**config.mk**
```make
export PLATFORM = sky130hd
export DESIGN_NAME = controlador_sequencia_perm
export DESIGN_NICKNAME = d
export VERILOG_FILES = /design/src/rtl/controlador_sequencia_perm.sv
export SDC_FILE = /design/constraint.sdc
export NUM_CORES = 1
export LEC_CHECK = 0
export BUFFER_PORTS_ARGS = -buffer_cell sky130_fd_sc_hd__buf_2
export CORE_ASPECT_RATIO = 0.6
export CORE_MARGIN = 5
export CORE_UTILIZATION = 53
export DETAILED_ROUTE_END_ITERATION = 16
export GPL_TIMING_DRIVEN = 0
export PLACE_DENSITY = 0.83
export REMOVE_ABC_BUFFERS = 1
export SLEW_MARGIN = 40
export SYNTH_ARGS = -nofsm -noshare
export SYNTH_HDL_FRONTEND = slang
export SYNTH_SLANG_ARGS = --single-unit
export TNS_END_PERCENT = 1
```
**constraint.sdc**
```tcl
create_clock -name clock_i -period 4.25 [get_ports clock_i]
set_input_delay 0.6375 -clock clock_i [delete_from_list [all_inputs] [get_ports clock_i]]
set_output_delay 0.6375 -clock clock_i [all_outputs]
set_load 0.05 [all_outputs]
```
**src/rtl/controlador_sequencia_perm.sv**
```systemverilog
// controlador_sequencia_perm: drives the permutation index generator and plays back its four indices
//
// Reduces a 16-bit seed to a permutation index 0..23, hands it to the generator,
// waits (bounded) for gen_ready_i, latches the 8-bit permutation and then shows
// p0..p3 one at a time: HOLD_CYCLES cycles valid, GAP_CYCLES cycles blank between.
//
// Ports:
//   clock_i          system clock, rising edge
//   reset_i          asynchronous active-low reset
//   start_i          request a new sequence (sampled only while idle)
//   semente_i        seed, only bits [4:0] are used
//   gen_entrada_o    registered generator input, [15:5]=0, [4:0]=reduced seed
//   gen_perm_i       generator result {p0,p1,p2,p3}, p0 in [7:6]
//   gen_ready_i      generator result valid (only looked at while waiting)
//   indice_o         index currently shown
//   indice_valido_o  high while indice_o is being shown
//   ocupado_o        high whenever the sequencer is not idle
//   pronto_o         one-cycle pulse when the sequence completes
//   erro_o           one-cycle pulse on generator timeout
//
// Optional build macro CONTROLADOR_VERIFICA_EN adds:
//   botoes_i         one-hot player buttons (already synchronized)
//   acerto_o         one-cycle pulse, together with pronto_o, after four correct presses
//   erro_jogada_o    one-cycle pulse on the first wrong press
// and replaces the completion step with a wait for the player to repeat p0..p3.
module controlador_sequencia_perm #(
    parameter int HOLD_CYCLES = 4,
    parameter int GAP_CYCLES  = 2,
    parameter int TIMEOUT     = 15
) (
    input  logic        clock_i,
    input  logic        reset_i,
    input  logic        start_i,
    input  logic [15:0] semente_i,
    output logic [15:0] gen_entrada_o,
    input  logic [7:0]  gen_perm_i,
    input  logic        gen_ready_i,
`ifdef CONTROLADOR_VERIFICA_EN
    input  logic [3:0]  botoes_i,
    output logic        acerto_o,
    output logic        erro_jogada_o,
`endif
    output logic [1:0]  indice_o,
    output logic        indice_valido_o,
    output logic        ocupado_o,
    output logic        pronto_o,
    output logic        erro_o
);
    // One shared cycle counter serves the show, gap and timeout phases.
    localparam int MAXC = (HOLD_CYCLES > GAP_CYCLES)
                        ? ((HOLD_CYCLES > TIMEOUT) ? HOLD_CYCLES : TIMEOUT)
                        : ((GAP_CYCLES > TIMEOUT) ? GAP_CYCLES : TIMEOUT);
    localparam int CW = (MAXC > 1) ? $clog2(MAXC) : 1;
    localparam logic [CW-1:0] HOLD_LAST    = CW'(HOLD_CYCLES - 1);
    localparam logic [CW-1:0] GAP_LAST     = CW'(GAP_CYCLES - 1);
    localparam logic [CW-1:0] TIMEOUT_LAST = CW'(TIMEOUT - 1);

    typedef enum logic [3:0] {
        S_IDLE,
        S_REQUEST,
        S_WAIT_READY,
        S_SHOW,
        S_GAP,
        S_DONE,
        S_ERROR,
        S_WAIT_PLAY,
        S_ERRO_JOGADA
    } state_t;

    state_t        state_q, state_d;
    logic [CW-1:0] cnt_q, cnt_d;
    logic [1:0]    pos_q, pos_d;
    logic [7:0]    perm_q, perm_d;
    logic [4:0]    entrada_q, entrada_d;
    logic [1:0]    indice_q, indice_d;
    logic          valido_q, ocupado_q, pronto_q, erro_q;
    logic [4:0]    semente_red;
    logic          unused_semente;

    // Fold 24..31 back onto 0..7 so the generator never sees its invalid range.
    assign semente_red    = (semente_i[4:0] >= 5'd24) ? semente_i[4:0] - 5'd24 : semente_i[4:0];
    assign unused_semente = ^semente_i[15:5];

    // Position 0 selects [7:6], position 3 selects [1:0].
    function automatic logic [1:0] campo(input logic [7:0] perm, input logic [1:0] pos);
        logic [7:0] sh;
        sh = perm << {pos, 1'b0};
        return sh[7:6];
    endfunction

`ifdef CONTROLADOR_VERIFICA_EN
    logic [3:0] botoes_prev_q;
    logic       acerto_q, acerto_d, erro_jogada_q;
    logic       press, press_ok;

    // A press is any rising bit; a multi-bit pattern can never match.
    assign press    = |(botoes_i & ~botoes_prev_q);
    assign press_ok = $onehot(botoes_i) &&
                      ({botoes_i[3] | botoes_i[2], botoes_i[3] | botoes_i[1]} == campo(perm_q, pos_q));
`endif

    always_comb begin
        state_d   = state_q;
        cnt_d     = cnt_q;
        pos_d     = pos_q;
        perm_d    = perm_q;
        entrada_d = entrada_q;
`ifdef CONTROLADOR_VERIFICA_EN
        acerto_d  = 1'b0;
`endif
        case (state_q)
            S_IDLE: begin
                if (start_i) begin
                    entrada_d = semente_red;
                    state_d   = S_REQUEST;
                end
            end
            S_REQUEST: begin
                cnt_d   = '0;
                state_d = S_WAIT_READY;
            end
            S_WAIT_READY: begin
                if (gen_ready_i) begin
                    perm_d  = gen_perm_i;
                    pos_d   = 2'd0;
                    cnt_d   = '0;
                    state_d = S_SHOW;
                end else if (cnt_q == TIMEOUT_LAST) begin
                    state_d = S_ERROR;
                end else begin
                    cnt_d = cnt_q + CW'(1);
                end
            end
            S_SHOW: begin
                if (cnt_q == HOLD_LAST) begin
                    cnt_d = '0;
                    if (pos_q != 2'd3) begin
                        state_d = S_GAP;
                    end else begin
`ifdef CONTROLADOR_VERIFICA_EN
                        pos_d   = 2'd0;
                        state_d = S_WAIT_PLAY;
`else
                        state_d = S_DONE;
`endif
                    end
                end else begin
                    cnt_d = cnt_q + CW'(1);
                end
            end
            S_GAP: begin
                if (cnt_q == GAP_LAST) begin
                    cnt_d   = '0;
                    pos_d   = pos_q + 2'd1;
                    state_d = S_SHOW;
                end else begin
                    cnt_d = cnt_q + CW'(1);
                end
            end
            S_DONE:  state_d = S_IDLE;
            S_ERROR: state_d = S_IDLE;
`ifdef CONTROLADOR_VERIFICA_EN
            S_WAIT_PLAY: begin
                if (press) begin
                    if (!press_ok) begin
                        state_d = S_ERRO_JOGADA;
                    end else if (pos_q == 2'd3) begin
                        acerto_d = 1'b1;
                        state_d  = S_DONE;
                    end else begin
                        pos_d = pos_q + 2'd1;
                    end
                end
            end
            S_ERRO_JOGADA: state_d = S_IDLE;
`endif
            default: state_d = S_IDLE;
        endcase
        // The shown index only changes when (re)entering SHOW; gaps and idle hold it.
        indice_d = (state_d == S_SHOW) ? campo(perm_d, pos_d) : indice_q;
    end

    // Outputs are registered from the next state so they line up with it.
    always_ff @(posedge clock_i or negedge reset_i) begin
        if (!reset_i) begin
            state_q   <= S_IDLE;
            cnt_q     <= '0;
            pos_q     <= '0;
            perm_q    <= '0;
            entrada_q <= '0;
            indice_q  <= '0;
            valido_q  <= 1'b0;
            ocupado_q <= 1'b0;
            pronto_q  <= 1'b0;
            erro_q    <= 1'b0;
        end else begin
            state_q   <= state_d;
            cnt_q     <= cnt_d;
            pos_q     <= pos_d;
            perm_q    <= perm_d;
            entrada_q <= entrada_d;
            indice_q  <= indice_d;
            valido_q  <= (state_d == S_SHOW);
            ocupado_q <= (state_d != S_IDLE);
            pronto_q  <= (state_d == S_DONE);
            erro_q    <= (state_d == S_ERROR);
        end
    end

`ifdef CONTROLADOR_VERIFICA_EN
    always_ff @(posedge clock_i or negedge reset_i) begin
        if (!reset_i) begin
            botoes_prev_q <= '0;
            acerto_q      <= 1'b0;
            erro_jogada_q <= 1'b0;
        end else begin
            botoes_prev_q <= botoes_i;
            acerto_q      <= acerto_d;
            erro_jogada_q <= (state_d == S_ERRO_JOGADA);
        end
    end

    assign acerto_o      = acerto_q;
    assign erro_jogada_o = erro_jogada_q;
`endif

    assign gen_entrada_o   = {11'd0, entrada_q};
    assign indice_o        = indice_q;
    assign indice_valido_o = valido_q;
    assign ocupado_o       = ocupado_q;
    assign pronto_o        = pronto_q;
    assign erro_o          = erro_q;
endmodule

```
---- Yosys cells after proc, flatten, opt, wreduce, memory -nomap -nowiden ----
Cells that the tools add are included.
operators by class
  $add $sub $neg .......................... 3
  div/mod/pow operators ................... 0
  $mul .................................... 0
  shifts and indexed selects .............. 1
  order comparisons ....................... 1
  equal/unequal tests ..................... 12
  reductions and logical operators ........ 5
  muxes and demuxes ....................... 18
  bitwise operators ....................... 0
operator list
  kind                                                                   number
  4-bit two-way mux                                                      9
  4-bit one-hot mux with 5 select lines                                  1
  4-bit by 2-bit equality test with 1-bit output, second input constant  4
  8-bit two-way mux                                                      2
  4-bit one-hot mux with 4 select lines                                  1
  4-bit by 3-bit equality test with 1-bit output, second input constant  3
  4-bit by 1-bit equality test with 1-bit output, second input constant  2
  4-bit nonzero test                                                     2
  8-bit by 3-bit << shifter with 8-bit output                            1
  5-bit >= comparator, second input constant                             1
  5-bit two-way mux                                                      1
  5-bit subtractor, second input constant                                1
  4-bit by 1-bit adder with 4-bit output, second input constant          1
  4-bit equality test, second input constant                             1
  4-bit zero test                                                        1
  2-bit two-way mux                                                      2
  2-bit one-hot mux with 2 select lines                                  1
  2-bit AND reduction                                                    2
  3-bit inequality test, second input constant                           1
  2-bit by 1-bit adder with 2-bit output, second input constant          1
  2-bit inequality test, second input constant                           1
  1-bit two-way mux                                                      1
word-level totals
  memories ................................ 0
  bits in writable memories ............... 0
  latch bits .............................. 0
  word-level logic and storage cells ...... 50
  input port bits ......................... 28
  register bits ........................... 29
  bits in read-only memories .............. 0

---- Logic depth before layout (Yosys ltp) ----
Gate-level depths: netlist of run 1.
  depth in word-level cells ............... 5
  mapped depth ............................ 8
  depth with buffers taken out ............ 8

---- Worst setup path after synthesis of run 1 ----
No wires, ideal clock.
  path kind ............................... register to register
  start point ............................. register state_q[1]
  end point ............................... register indice_q[0] (netlist: indice_o[0])
  setup time .............................. 125 ps
  buffers on the path ..................... 2
  arrival time ............................ 1,945 ps
  cell stages (with the launch flop) ...... 9
  setup slack ............................. 2,181 ps
  clock period less this slack ............ 2,069 ps
  cell sequence ........................... dfrtp_1 > buf_6 > or4b_1 > buf_2 > or3_4 > nand3_1 > a31o_2 > mux2i_1 > mux2_2
on the way
  longest elaborated chain between the ends .. 4
RTL lines
  item                                            RTL line  RTL
  from (decl)                                     70        state_t state_q, state_d;
  from (signal assigned)                          197       state_q <= state_d;
  4-bit two-way mux                               128       end else if (cnt_q == TIMEOUT_LAST) begin
  4-bit two-way mux                               123       if (gen_ready_i) begin
  4-bit one-hot mux with 5 select lines           111       case (state_q)
  4-bit by 2-bit equality test with 1-bit output  180       indice_d = (state_d == S_SHOW) ? campo(perm_d, pos_d) : indice_q;
  to (signal assigned)                            202       indice_q <= indice_d;
  to (decl)                                       75        logic [1:0] indice_q, indice_d;
Parallel ways exist; a longest one is shown, timed or not.
A chain may end at the register's enable or synchronous reset.

---- Worst setup path after layout of run 1 ----
  start point ............................. register cnt_q[1]
  end point ............................... register indice_q[1] (netlist: indice_o[1])
on the way
  longest elaborated chain between the ends .. 5
RTL lines
  item                                            RTL line  RTL
  from (decl)                                     71        logic [CW-1:0] cnt_q, cnt_d;
  from (signal assigned)                          198       cnt_q <= cnt_d;
  4-bit equality test                             128
  4-bit two-way mux                               128
  4-bit two-way mux                               123
  4-bit one-hot mux with 5 select lines           111
  4-bit by 2-bit equality test with 1-bit output  180
Parallel ways exist; a longest one is shown, timed or not.

==> out/qor.txt, run 1 <==
status: finished, final reports clean
row cnt: 14
delay-heaviest family, CP: compound AO/OA/AOI/OAI gates
Max Buffers Root-to-Sink: 2
drt total wl: 2850 um
Rel. slew slack: 0.583
top-area cell type share of the netlist area: 0.487
Die Span Y: 51.1 um
TritonCTS clock tree: yes
DP Worst Slack: 1.86 ns
fraction of registers with async set/reset: 1.00
gpl congestion: 0.879
Worst Slack Setup Final: 1.78 ns
DP HPWL: 2250 um
Area Growth Syn to Fin: 12.7%
critical path's most frequent cell: mux2i_1
fin crit share: 0.580
Final Critical Period: 2.47 ns
Yosys warnings: 0
# diodes: 0
setup slack, reg-to-reg: 1.78 ns
Fin. Hold Viols: 0
Syn Inst Count: 135
CP max-delay cell: nor3b_1
RSZ-0062 raised after global routing: no
layout cells sized above 1: 0.317
Max Cap Viol: 0
primary flip-flop cell chosen by synthesis mapping: dfrtp_1
Top-Level Pins: 50
Power Total: 0.000832 W
post-synth top area cell: dfrtp_1
Leakage: 0.844 nW
setup repair bufs after CTS: 0
Reg clk slew, reported paths: 0.06 ns
Clock Skews: 0.00368 ns
synth cell count leaders: 29 x dfrtp_1, 13 x mux2_2, 11 x buf_4
post-route ant nets: 0
synthesized area: 1490 um2
pin count of the biggest net entering global routing: 30
worst endpoint data arrival time: 2.63 ns
Placed Cells incl. Taps: 191
core region area: 2590 um2
Die Area: 4000 um2
number of synthesized flops with an enable pin: 0
CP Buf/Inv Count: 1
initial antenna violation count: 0
GRT overflow: 0
Die Span X: 78.4 um
number of global-route vias before repair: 1107
FMAX: 0.405 GHz
Sum Neg Setup Slack: 0 ns
most common cell in the synthesized netlist: dfrtp_1
GRT Total Usage: 0.170
Worst Setup Start Kind: flip-flop
PostCTS Resize Cnt: 0
Iter 0 DRT Violations: 140
clk root buf: clkbuf_8
crit-path max FO: 5
CTS sink cnt: 29
power density over cell area: 496 nW/um2
Slew @ Worst Pin: 0.625 ns
Hold Slack: 0.373 ns
NumNets Final: 198
clock latency on the worst-skew pair: 0.28 ns
PortBufs: 27
critical path class: flip-flop to flip-flop
sequential share of the synthesized area: 0.487
first-pass GRT wire length: 5130 um
Finished Layout Cells: 199
Initial Util: 0.574
#FFs+latches synth: 29
Avg WL per Cell: 14.3 um
H-tree depth: 2
TritonCTS buffer count: 5
Synth cell types: 37
maximum VDD drop: 302 uV
Hold-fix buffers, CTS: 0
number of detailed-route iterations in the first pass: 4
CP cell instances: inv_1 -> ha_1 -> nor3b_1 -> a21boi_0 -> a21oi_1 -> mux2i_1 -> mux2i_1 -> mux2_2
Post-Syn Area per Cell: 11.0 um2
vias per inst: 5.32
Setup-failing EPs final: 0
CP endpoint kind: flip-flop
via count: 1059
largest cells by area after synthesis: dfrtp_1 49%, mux2_2 9.8%, buf_4 5.5%, ha_1 3.4%, mux2i_1 3.4%
Residual DRC: 0
CP max stage delay: 0.50 ns
HP Class: input pin to asynchronous set/reset pin
CP required: 4.41 ns
Slew Limit Fails: 0
[state kept, by name (all words and copies together), names as in the netlist]
| name | count |
|---|---|
| erro_o | 1 |
| indice_valido_o | 1 |
| perm_q | 8 |
| state_q | 4 |
| indice_o | 2 |
| ocupado_o | 1 |
| pos_q | 2 |
| entrada_q | 5 |
| cnt_q | 4 |
| pronto_o | 1 |
[area by class of cell]
class                   count  area [um2]
inverters                   6        22.5
flip-flops and latches     29         726
multi-input cells          97         672
clock buffers               6        72.6
clock inverters             2        10.0
repair buffers             27         135
fillers                   196         915
well taps                  32        40.0
[metrics by stage]
stage	area, um2	utilization
2_1_floorplan	1420	-
3_3_place_gp	1600	0.615
3_5_place_dp	1600	0.615
4_1_cts	1680	0.647
5_1_grt	1680	0.647
6_report	1680	0.647
[metal layers]
layer / share of wire / track usage / wire, um / vias up
met5: 0 / 0 / 0 / -
li1: - / - / - / 517
met2: 0.45 / 0.267 / 1290 / 40
met3: 0.082 / 0.0509 / 232 / 5
met1: 0.45 / 0.221 / 1280 / 497
met4: 0.014 / 0.0756 / 39 / 0
[where the power goes]
group | switching [W] | internal, W | total, W
Sequential | 0.0000361 | 0.000334 | 0.000370
Combinational | 0.000165 | 0.0000856 | 0.000250
Clock | 0.0000986 | 0.000113 | 0.000212
Total | 0.000299 | 0.000533 | 0.000832
[placed cells by master, fill, tap and decap left out, types with 2 or more instances in the layout]
cell,Yosys,layout
inv_1,6,6
mux2_2,13,13
buf_2,1,27
o21ai_0,10,10
clkbuf_8,0,5
clkinv_2,0,2
nor3b_1,2,2
mux2i_1,5,5
nor2b_1,2,2
nand2_1,7,7
nand2b_1,3,3
ha_1,4,4
nand3_1,5,5
nor2_1,8,8
a211o_1,2,2
dfrtp_1,29,29
nor3_1,2,2
a211oi_1,2,2
nor4b_1,2,2
conb_1,1,12
a31oi_1,2,2
[worst paths after layout]
check                                         startpoint                       end  cells past startpoint
worst max-delay path                cnt_q[1]$_DFFE_PN0P_   indice_o[1]$_DFFE_PN0N_                      8
worst min-delay path                             reset_i   indice_o[0]$_DFFE_PN0N_                      1
worst max register to register      cnt_q[1]$_DFFE_PN0P_   indice_o[1]$_DFFE_PN0N_                      8
worst min register to register  entrada_q[4]$_DFFE_PN0P_  entrada_q[4]$_DFFE_PN0P_                      2
max in group asynchronous                        reset_i  entrada_q[4]$_DFFE_PN0P_                      1
min in group clock_i            entrada_q[4]$_DFFE_PN0P_  entrada_q[4]$_DFFE_PN0P_                      2
[logic make-up (layout without fill, tap and decap cells)]
| logic type | after synthesis | count (layout) | synth area share |
|---|---|---|---|
| compound gates | 24 | 24 | 0.107 |
| fa+ha+maj | 4 | 4 | 0.0336 |
| buf+inv | 20 | 41 | 0.0891 |
| flops | 29 | 29 | 0.487 |
| mux | 18 | 18 | 0.132 |
| other cells | 1 | 12 | 0.00252 |
| simple gates | 39 | 39 | 0.149 |
Power figures use the tool's default switching activity.
==> inputs of run 2 (changes only) <==
--- a/config.mk
+++ b/config.mk
@@ -8,10 +8,10 @@
 export BUFFER_PORTS_ARGS = -buffer_cell sky130_fd_sc_hd__buf_2
 export CORE_ASPECT_RATIO = 0.6
 export CORE_MARGIN = 5
-export CORE_UTILIZATION = 53
+export CORE_UTILIZATION = 45
 export DETAILED_ROUTE_END_ITERATION = 16
 export GPL_TIMING_DRIVEN = 0
-export PLACE_DENSITY = 0.83
+export PLACE_DENSITY = 0.75
 export REMOVE_ABC_BUFFERS = 1
 export SLEW_MARGIN = 40
 export SYNTH_ARGS = -nofsm -noshare
==> constraint.sdc (replaced) <==
create_clock -name clock_i -period 2.05 [get_ports clock_i]
set_input_delay 0.3075 -clock clock_i [delete_from_list [all_inputs] [get_ports clock_i]]
set_output_delay 0.3075 -clock clock_i [all_outputs]
set_load 0.05 [all_outputs]
==> run 2 against run 1 <==
Against the previous run: the run now ends with negative setup slack left; non-clock buffer count grew 8; worst setup slack worse by 1.9 ns; clock skew is 0.00060 ns lower; flip-flop and latch count unchanged; hold slack lost 0.32 ns; sequential power rose by 110%; cell area rose by 11%; global-route usage fell by 3.3 points; critical endpoint unchanged; largest cell class is now multi-input combinational cells.
==> out/qor.txt, run 2 (synthesis gave the netlist of run 1 again) <==
Die Span X: 84.3 um (+7.4%)
# diodes: 0 (unchanged)
register bank with the most flops: perm_q
Max Buffers Root-to-Sink: 2 (unchanged)
fill count: 284 (+45%)
uppermost layer routed: met4
Worst Setup Start Kind: flip-flop
H-tree depth: 2 (unchanged)
first-pass GRT wire length: 4710 um (-8.2%)
max FFs per register: 8 (unchanged)
commonest non-fill, non-tap cell in the layout: buf_2
CP required: 2.22 ns (-2.19 ns)
Initial Util: 0.462 (-0.112)
maximum VDD drop: 560 uV (+85%)
Largest regs: perm_q x8, entrada_q x5
Clock Power Share: 0.308 (+0.054)
GRT Total Usage: 0.136 (-0.0335)
most frequent cells in the layout: 27 x buf_2, 25 x dfrtp_1, 13 x mux2_2
TritonCTS clock tree: yes
power density over cell area: 1050 nW/um2 (+110%)
GRT overflow: 0 (unchanged)
WL met1: 1490 um (+16%)
Setup-failing EPs final: 2 (+2)
status: finished, violations left
Comb power frac: 0.298 (-0.003)
Slew @ Worst Pin: 0.645 ns (+0.0200 ns)
gpl congestion: 0.814 (-7.4%)
TritonCTS buffer count: 5 (unchanged)
HP Class: input pin to asynchronous set/reset pin
Residual DRC: 0 (unchanged)
number of global-route vias before repair: 1074 (-3.0%)
Final Critical Period: 2.14 ns (-0.327 ns)
PortBufs: 27 (unchanged)
Rel. slew slack: 0.570 (-0.0133)
clk root buf: clkbuf_8
sw power: 0.000648 W (+120%)
Die Span Y: 54.6 um (+6.9%)
number of detailed-route iterations in the first pass: 4 (unchanged)
CTS sink cnt: 29 (unchanged)
row cnt: 16 (+2)
fin crit share: 1.04 (+0.463)
Reg clk slew, reported paths: 0.06 ns (about the same)
Avg WL per Cell: 14.6 um (+2.2%)
Worst Slack Setup Final: -0.0899 ns (-1.87 ns)
core region area: 3220 um2 (+24%)
metal2 WL: 1430 um (+11%)
Slew Limit Fails: 0 (unchanged)
crit-path max FO: 7 (+2)
critical path class: flip-flop to flip-flop
Seq pwr share: 0.394 (-0.051)
DP HPWL: 2180 um (-3.0%)
failing checks: negative setup slack
NumNets Final: 206 (+4.0%)
layout cells sized above 1: 0.451 (+0.134)
Area Growth Syn to Fin: 25.4%
worst endpoint data arrival time: 2.31 ns (-0.32 ns)
CP endpoint kind: flip-flop
Iter 0 DRT Violations: 35 (-75%)
FMAX: 0.467 GHz (+15%)
Fin. Hold Viols: 0 (unchanged)
Die Area: 4600 um2 (+15%)
Leakage: 0.910 nW (+7.8%)
RSZ-0062 raised after global routing: yes
Sw Share: 0.330 (-0.0293)
via count: 1137 (+7.4%)
Clock Skews: 0.00308 ns (-0.000598 ns)
Top-Level Pins: 50 (unchanged)
clock latency on the worst-skew pair: 0.28 ns (about the same)
DP Worst Slack: -0.334 ns (-2.20 ns)
Seq. cell area: 731 um2 (+0.69%)
multi-input logic area: 746 um2 (+11%)
drt total wl: 3220 um (+13%)
Max Cap Viol: 0 (unchanged)
pin count of the biggest net entering global routing: 30 (unchanged)
initial antenna violation count: 0 (unchanged)
internal power: 0.00131 W (+150%)
vias per inst: 5.17 (-2.9%)
fin util: 0.579 (-0.0680)
met3 WL: 243 um (+4.7%)
post-route ant nets: 0 (unchanged)
run 2: per-stage QoR:
| step | std cells | TNS (ns) | instance area, um2 | power (W) | hold slack, ns |
|---|---|---|---|---|---|
| floorplan | 132 | 0 | 1420 | 0.00116 | 0.0119 |
| global placement | 204 | -0.987 | 1610 | 0.00128 | 0.353 |
| detailed placement | 204 | -0.965 | 1610 | 0.00130 | 0.371 |
| CTS | 215 | -0.192 | 1790 | 0.00193 | 0.0765 |
| global route | 220 | -0.465 | 1870 | 0.00206 | 0.108 |
| finish | 220 | -0.161 | 1870 | 0.00196 | 0.0513 |
run 2: layout make-up:
cell class,instances,share of cell area
multi-input combinational,97,0.399
clock inverter,1,0.0161
tap,45,0.0302
timing repair buffer,35,0.105
clock buffer,7,0.0462
sequential,29,0.391
inverter,6,0.0121
run 2: final timing paths:
path / start / endpoint / slack, ns / cells after the start
min in group clock_i: semente_i[0] / entrada_q[0]$_DFFE_PN0P_ / 0.26 / 2
max in group asynchronous: reset_i / state_q[0]$_DFF_PN0_ / 1.54 / 1
max reg2reg: state_q[3]$_DFF_PN0_ / indice_o[1]$_DFFE_PN0N_ / -0.09 / 6
min: reset_i / entrada_q[3]$_DFFE_PN0P_ / 0.05 / 1
min reg2reg: entrada_q[4]$_DFFE_PN0P_ / entrada_q[4]$_DFFE_PN0P_ / 0.48 / 2
max: state_q[3]$_DFF_PN0_ / indice_o[1]$_DFFE_PN0N_ / -0.09 / 6
run 2: metal layers:
layer  global-route usage  vias up
li1                     -      532
met1                0.173      553
met2                0.217       44
met3               0.0526        8
met4               0.0481        0
met5                    0        -
run 2: worst max-delay path: stages, from the launching register on:
cell	delay, ns
dfrtp_2	0.46
or4b_4	0.59
or3_4	0.40
nand3_2	0.08
a31o_1	0.15
mux2i_1	0.09
mux2_2	0.26
run 2: repair_timing:
action                                  in CTS  in global routing
buffers inserted                             3                  5
pin swaps                                    1                  4
hold endpoints to repair                     0                  0
endpoints found under the setup margin       6                  7
hold buffers                                 0                  0
resized for setup                            9                 13
run 2: power groups by stage:
| stage | Combinational (W) | Sequential, W | Clock (W) |
|---|---|---|---|
| 6_report | 0.000583 | 0.000773 | 0.000604 |
| 4_1_cts | 0.000540 | 0.000770 | 0.000616 |
| 2_1_floorplan | 0.000241 | 0.000921 | 0 |
| 5_1_grt | 0.000628 | 0.000791 | 0.000638 |
| 3_3_place_gp | 0.000509 | 0.000770 | 0 |
| 3_5_place_dp | 0.000521 | 0.000779 | 0 |
==> inputs of run 3 (changes only) <==
--- a/config.mk
+++ b/config.mk
@@ -5,13 +5,16 @@
 export SDC_FILE = /design/constraint.sdc
 export NUM_CORES = 1
 export LEC_CHECK = 0
+export ABC_AREA = 1
 export BUFFER_PORTS_ARGS = -buffer_cell sky130_fd_sc_hd__buf_2
+export CELL_PAD_IN_SITES_DETAIL_PLACEMENT = 0
+export CELL_PAD_IN_SITES_GLOBAL_PLACEMENT = 2
 export CORE_ASPECT_RATIO = 0.6
 export CORE_MARGIN = 5
-export CORE_UTILIZATION = 45
+export CORE_UTILIZATION = 25
 export DETAILED_ROUTE_END_ITERATION = 16
 export GPL_TIMING_DRIVEN = 0
-export PLACE_DENSITY = 0.75
+export PLACE_DENSITY_LB_ADDON = 0.1
 export REMOVE_ABC_BUFFERS = 1
 export SLEW_MARGIN = 40
 export SYNTH_ARGS = -nofsm -noshare
==> run 3 against run 2 <==
Against the previous run: the run now ends clean; utilization decreased by 28 points; clock power decreased by 24%; power increased by 20%; worst setup slack improved by 0.43 ns; via count increased by 14%; first-iteration DRC count increased to 2.9 times the previous value; critical path type unchanged; largest cell class is now flip-flops and latches; synthesized cell count increased by 44%; critical path depth increased by 2; count of clock-buffer cells in the layout decreased by 1; cell area decreased by 0.20%; combinational power increased by 73%.
==> out/qor.txt, run 3 <==
DP HPWL: 2860 um (+31%)
Synth cell types: 26 (-30%)
first-pass GRT wire length: 5890 um (+25%)
Die Span X: 113 um (+34%)
Fin. Hold Viols: 0 (unchanged)
Reg clk slew, reported paths: 0.07 ns (about the same)
row cnt: 22 (+6)
max FFs per register: 8 (unchanged)
core region area: 6140 um2 (+90%)
sequential share of the synthesized area: 0.459 (-0.0285)
fraction of registers with async set/reset: 1.00 (unchanged)
Post-Syn Area per Cell: 8.15 um2 (-26%)
number of synthesized flops with an enable pin: 0 (unchanged)
GRT overflow: 0 (unchanged)
#FFs+latches synth: 29 (unchanged)
PortBufs: 27 (unchanged)
fill count: 677 (+140%)
Leakage: 1.01 nW (+11%)
Sum Neg Setup Slack: 0 ns (+0.161 ns)
RSZ-0062 raised after global routing: no
Initial Util: 0.258 (-0.204)
Iter 0 DRT Violations: 100 (+190%)
post-synth top area cell: dfrtp_1
Setup-failing EPs final: 0 (-2)
Area Growth Syn to Fin: 17.8%
Yosys warnings: 0 (unchanged)
drt total wl: 3740 um (+16%)
Seq. cell area: 726 um2 (-0.68%)
power density over cell area: 1260 nW/um2 (+20%)
Syn Inst Count: 194 (+44%)
GRT Total Usage: 0.0957 (-0.0406)
TritonCTS clock tree: yes
Worst Setup Start Kind: flip-flop
Hold-fix buffers, CTS: 0 (unchanged)
most frequent cells in the layout: 52 x nand2_1, 29 x inv_1, 29 x dfrtp_1
H-tree depth: 2 (unchanged)
Avg WL per Cell: 12.0 um (-18%)
primary flip-flop cell chosen by synthesis mapping: dfrtp_1
layout cells sized above 1: 0.240 (-0.211)
CP endpoint kind: flip-flop
critical path class: flip-flop to flip-flop
pin count of the biggest net entering global routing: 30 (unchanged)
Finished Layout Cells: 313 (+42%)
number of global-route vias before repair: 1171 (+9.0%)
top-area cell type share of the netlist area: 0.459 (-0.0285)
Max Cap Viol: 0 (unchanged)
FMAX: 0.583 GHz (+25%)
setup repair bufs after CTS: 0 (-3)
initial antenna violation count: 0 (unchanged)
Final Critical Period: 1.71 ns (-0.425 ns)
CP required: 2.22 ns (about the same)
Slew @ Worst Pin: 0.690 ns (+0.0446 ns)
worst endpoint data arrival time: 1.89 ns (-0.42 ns)
Top-Level Pins: 50 (unchanged)
most common cell in the synthesized netlist: nand2_1
via count: 1298 (+14%)
fin crit share: 0.836 (-0.207)
GR Layer Usage met2: 0.118 (-0.0992)
synthesized area: 1580 um2 (+6.2%)
crit-path max FO: 10 (+3)
Largest regs: perm_q x8, entrada_q x5
clk root buf: clkbuf_8
M1 GR Usage: 0.148 (-0.0249)
maximum VDD drop: 503 uV (-10%)
Placed Cells incl. Taps: 305 (+50%)
status: finished, final reports clean
Die Span Y: 71.6 um (+31%)
worst r2r src: state_q[3]$_DFF_PN0_
met3 usage: 0.0380 (-0.0147)
NumNets Final: 260 (+26%)
# diodes: 0 (unchanged)
HP Class: input pin to asynchronous set/reset pin
PostCTS Resize Cnt: 0 (-9)
vias per inst: 4.15 (-20%)
number of detailed-route iterations in the first pass: 4 (unchanged)
register bank with the most flops: perm_q
Rel. slew slack: 0.540 (-0.0298)
commonest non-fill, non-tap cell in the layout: nand2_1
Slew Limit Fails: 0 (unchanged)
Clock Skews: 0.00494 ns (+0.00186 ns)
gpl congestion: 0.807 (-0.85%)
clock latency on the worst-skew pair: 0.28 ns (about the same)
Die Area: 8070 um2 (+76%)
CTS sink cnt: 29 (unchanged)
fin area: 1860 um2 (-0.20%)
Residual DRC: 0 (unchanged)
placed cell areas: 1780 um2 (+10%)
worst setup path startpoint: state_q[3]$_DFF_PN0_
synth cell count leaders: 52 x nand2_1, 29 x dfrtp_1, 29 x inv_1
fin util: 0.304 (-0.276)
GR peak layer: met1
largest cells by area after synthesis: dfrtp_1 46%, nand2_1 12%, inv_1 6.9%, nand3_1 6.3%, buf_4 5.2%
Max Buffers Root-to-Sink: 2 (unchanged)
multi-input logic area: 687 um2 (-7.9%)
post-route ant nets: 0 (unchanged)
TritonCTS buffer count: 5 (unchanged)
## run 3: worst paths after layout
check | end | slack (ns) | cells after the start
hold / removal | cnt_q[0]$_DFFE_PN0P_ | 0.07 | 1
min in group clock_i | entrada_q[2]$_DFFE_PN0P_ | 0.22 | 3
setup reg to reg | indice_o[0]$_DFFE_PN0N_ | 0.34 | 8
hold reg to reg | entrada_q[0]$_DFFE_PN0P_ | 0.48 | 2
setup / recovery | indice_o[0]$_DFFE_PN0N_ | 0.34 | 8
max in group asynchronous | perm_q[1]$_DFF_PN0_ | 1.54 | 1
## run 3: critical path, cell delays in order, from the launching register on
cell	delay (ns)
dfrtp_1	0.42
nor2_4	0.28
nand3_4	0.17
o21ai_0	0.32
nand3_1	0.13
nand3_1	0.12
nand2_1	0.07
nand2_1	0.05
nand2_1	0.05
## run 3: report_power, final
part | internal [W] | leakage (nW) | total, W | switching [W]
Combinational | 0.000274 | 0.600 | 0.00101 | 0.000737
Sequential | 0.000764 | 0.365 | 0.000884 | 0.000119
Clock | 0.000235 | 0.0450 | 0.000460 | 0.000226
## run 3: cell type report
cell class / instances / share of cell area
Multi-Input combinational cell: 131 / 0.369
Clock inverter: 2 / 0.00537
Timing Repair Buffer: 27 / 0.0725
Sequential cell: 29 / 0.390
Clock buffer: 6 / 0.0390
Tap cell: 84 / 0.0564
Inverter: 34 / 0.0685
## run 3: metal layers
layer	up-vias	wire length [um]
met4	0	26
li1	651	-
met1	595	1980
met5	-	0
met2	48	1380
met3	4	358
## run 3: metrics by stage
step           hold slack, ns  total power, W  setup slack (ns)
2_1_floorplan          0.0119         0.00165             0.638
6_report               0.0682         0.00236             0.335
3_3_place_gp            0.381         0.00191             0.335
3_5_place_dp            0.402         0.00192             0.305
5_1_grt                 0.135         0.00256             0.130
4_1_cts                0.0928         0.00240             0.287
## run 3: logic make-up (layout without fill, tap and decap cells)
kind of cell | Yosys count | after routing | share of synthesized area
buffers and inverters | 45 | 69 | 0.133
flip-flops | 29 | 29 | 0.459
adder cells (fa/ha/maj) | 4 | 4 | 0.0316
other | 1 | 12 | 0.00237
AND/OR/NAND/NOR | 97 | 97 | 0.302
XOR/XNOR | 1 | 1 | 0.00554
AO/OA/AOI/OAI | 17 | 17 | 0.0665
